`config.mk`:
```
export PLATFORM = sky130hd
export DESIGN_NAME = shift_window
export DESIGN_NICKNAME = d
export VERILOG_FILES = /design/src/rtl/serial_pattern_checker_pkg.sv /design/src/rtl/serial_pattern_checker_shift_window.sv
export SDC_FILE = /design/constraint.sdc
export NUM_CORES = 1
export LEC_CHECK = 0
export ABC_AREA = 1
export ABC_CLOCK_PERIOD_IN_PS = 1100
export BUFFER_PORTS_ARGS = -buffer_cell sky130_fd_sc_hd__buf_2
export CORE_AREA = 2 2 39 41
export CTS_CLUSTER_SIZE = 10
export DETAILED_ROUTE_END_ITERATION = 8
export DIE_AREA = 0 0 41 43
export PLACE_DENSITY = 0.67
export REMOVE_ABC_BUFFERS = 1
export SLEW_MARGIN = 0
export SYNTH_ARGS = -nofsm -noshare
export SYNTH_HDL_FRONTEND = slang
export SYNTH_SLANG_ARGS = --single-unit
```
`constraint.sdc`:
```
create_clock -name clk -period 1.1 [get_ports clk]
set_input_delay 0.22 -clock clk [delete_from_list [all_inputs] [get_ports clk]]
set_output_delay 0.22 -clock clk [all_outputs]
set_load 0.1 [all_outputs]
```
`src/rtl/serial_pattern_checker_pkg.sv`:
```
// Shared FSM state encoding and default parameters for the serial pattern checker.
package pattern_check_pkg;

  typedef enum logic [1:0] {
    IDLE,
    HUNT,
    CHECK,
    DONE
  } state_t;

  localparam int unsigned     DEF_PAT_LEN    = 8;
  localparam logic [7:0]      DEF_PATTERN    = 8'hA6;
  localparam int unsigned     DEF_NUM_FRAMES = 4;
  localparam int unsigned     DEF_HUNT_MAX   = 64;
  localparam int unsigned     DEF_ERR_W      = 4;

endpackage

```
`src/rtl/serial_pattern_checker_shift_window.sv`:
```
// PAT_LEN-bit serial shift window with a saturating fill counter.
import pattern_check_pkg::*;

module shift_window #(
  parameter int unsigned PAT_LEN = DEF_PAT_LEN
) (
  input  logic               clk,
  input  logic               clr,
  input  logic               clear,
  input  logic               shift_en,
  input  logic               din,
  output logic [PAT_LEN-1:0] window,
  output logic               full,
  output logic               almost_full
);
  localparam int unsigned FILL_W = $clog2(PAT_LEN + 1);

  logic [FILL_W-1:0] fill;

  assign full        = (fill == FILL_W'(PAT_LEN));
  assign almost_full = (fill == FILL_W'(PAT_LEN - 1));

  always_ff @(posedge clk) begin
    if (clr || clear) begin
      window <= '0;
      fill   <= '0;
    end else if (shift_en) begin
      window <= {window[PAT_LEN-2:0], din};
      if (!full) fill <= fill + FILL_W'(1);
    end
  end
endmodule

```
==> impl_metrics.toml <==
[synth]
synth_area_um2 = 498
ys_ff_latch = 12
ys_warn_count = 0
ys_seq_area_frac = 0.482
synth.distinct_cells = 12
avgSynthCellArea_um2 = 7.32
synth_cells = 68

[timing]
hold_viol = 0
slew-limit-headroom = 0.818
rsz0062_at_grt = "true"
holdWs_ns = 0.167
max_freq_ghz = 0.730
period_share = 1.25
setup_viol = 2
finalClockSkew_ns = 0.00276
maxSlewViolCount = 0
period_minus_slack_ns = 1.37
fin_setup_tns_ns = -0.538
layout_setup_ws_ns = -0.270
worst_slew_pin_slew_ns = 0.272

[drt]
wl_per_cell_um = 11.5
ant_nets = 0
wl_um = 1210
vias_per_cell = 5.01
drc_errors = 0
firstDrtPassIters = 4
dr.first_iter.drc_count = 3
route.vias.total = 526

[final_layout]
final_common_cell = "nor2_1"
layout.cells.non_filler = 105
layout-drive-gt1-share = 0.483
layout_common_cells = "nor2_1 (22), buf_12 (10), o21ai_0 (9)"
antenna_cells = 0
fin_nets = 98
area_growth_pct = 75.6

[floorplanning]
fp.dieArea_um2 = 1760
start_util = 0.360
pin_count = 15
rows = 14
die_width_um = 41
die_h_um = 43
core_area_um2 = 1380

[critical_path]
critPathLaunchType = "flop"
critPathSlowestCell = "dfxtp_4"
startpoint = "fill[1]"
worstPathRequired_ns = 0.88
endpoint_kind = "primary output"
cpPeakStageDelay_ns = 0.38
critical_path_class = "flop to primary output"
cp_max_fo = 3
cp.arrival_ns = 1.15
rr_startpoint = "fill[1]"
path_cells = "ha_4 > nand2_4 > nor2_4 > buf_12"

[placement]
place_inst = 99
pre_cts_slack_ns = -0.0986
gp_congestion = 0.711
dp_hpwl_um = 772
port_buffers = 14

[status]
violations = "negative setup slack"
status = "finished, violations left"

[worst_hold_path]
hold_start = "din"
hp-class = "primary input to flop"

[cts]
tritoncts = "built"
clock-sinks = 12
cts_buffers = 3
htreeDepth = 1
hold_buffers = 0
root_buffer = "clkbuf_4"
clock_path_buffers = 2
clk_latency_ns = 0.28
path_clk_slew_ns = 0.07

[global_route]
grt_max_degree = 16
grt_usage = 0.167
grt_overflow_total = 0
grt_pass1_wl_um = 1910
grt_pass1_vias = 462
antenna_found_initial = 0

[flow_run]
max-cap-violations = 0

[power]
p_per_area_nw_per_um2 = 1070
peakVddDrop_mv = 0.703
p_leak_uw = 0.000377
repair_timing:
item                                    CTS  global route
resized for setup                        18            10
pin swaps                                 4             3
cloned                                    0             0
endpoints found under the hold margin     0             0
endpoints found under the setup margin    6             9
setup buffers                             2             1
cell type report:
| class | count | area (um^2) |
|---|---|---|
| fill | 122 | 509 |
| timing repair buffer | 20 | 269 |
| inverter | 7 | 28.8 |
| clock buffer | 3 | 22.5 |
| sequential | 12 | 256 |
| tap | 16 | 20.0 |
| multi-input combinational | 47 | 278 |
critical path, delay by kind of cell (launching register included):
family                   cells  cell delay (ns)
adder cells (fa/ha/maj)      1             0.15
buffers and inverters        1             0.18
flip-flops                   1             0.38
AND/OR/NAND/NOR              2             0.17
worst paths after layout:
| path | endpoint | slack, ns | cells past startpoint |
|---|---|---|---|
| min | window[0] | 0.17 | 3 |
| min reg2reg | window[5] | 0.52 | 2 |
| max | almost_full | -0.27 | 4 |
| max reg2reg | fill[1] | 0.07 | 6 |
logic make-up after synthesis:
group	synth area share
AOI/OAI and AO/OA	0.123
and+or+nand+nor	0.261
buffers and inverters	0.0829
adders and majority gates	0.0502
DFF	0.482
sequential cells by signal, indices dropped and copies added, names as in the netlist:
signal  count
window      8
fill        4
Yosys cell counts:
cell,n,share of area
a21oi_1,2,0.020
a31oi_1,1,0.013
buf_4,2,0.030
dfxtp_1,12,0.48
ha_1,2,0.050
inv_1,6,0.045
inv_2,1,0.0075
nand2_1,6,0.045
nand3_1,3,0.030
nand4_1,1,0.013
nor2_1,23,0.17
o21ai_0,9,0.090
power breakdown:
| part | internal, uW | switching (uW) | leakage (uW) | total (uW) |
|---|---|---|---|---|
| registers | 447 | 17.7 | 0.000102 | 465 |
| logic | 76.4 | 122 | 0.000261 | 198 |
| clock network | 127 | 141 | 0.0000138 | 268 |
through the flow:
step / total power, uW / instance area (um^2) / utilization
final: 932 / 875 / 0.632
after floorplan: 576 / 483 / -
after detailed placement: 651 / 746 / 0.539
after CTS: 929 / 838 / 0.606
after global placement: 647 / 746 / 0.539
after global routing: 979 / 875 / 0.632
routing by layer:
| metal | share of wire | routed length, um | GRT usage | vias to the layer above |
|---|---|---|---|---|
| met5 | 0 | 0 | 0 | - |
| met2 | 0.55 | 663 | 0.256 | 13 |
| met4 | 0.014 | 17 | 0.0800 | 0 |
| li1 | - | - | - | 263 |
| met3 | 0.047 | 57 | 0.0785 | 2 |
| met1 | 0.39 | 471 | 0.184 | 248 |
Power figures use the tool's default switching activity.
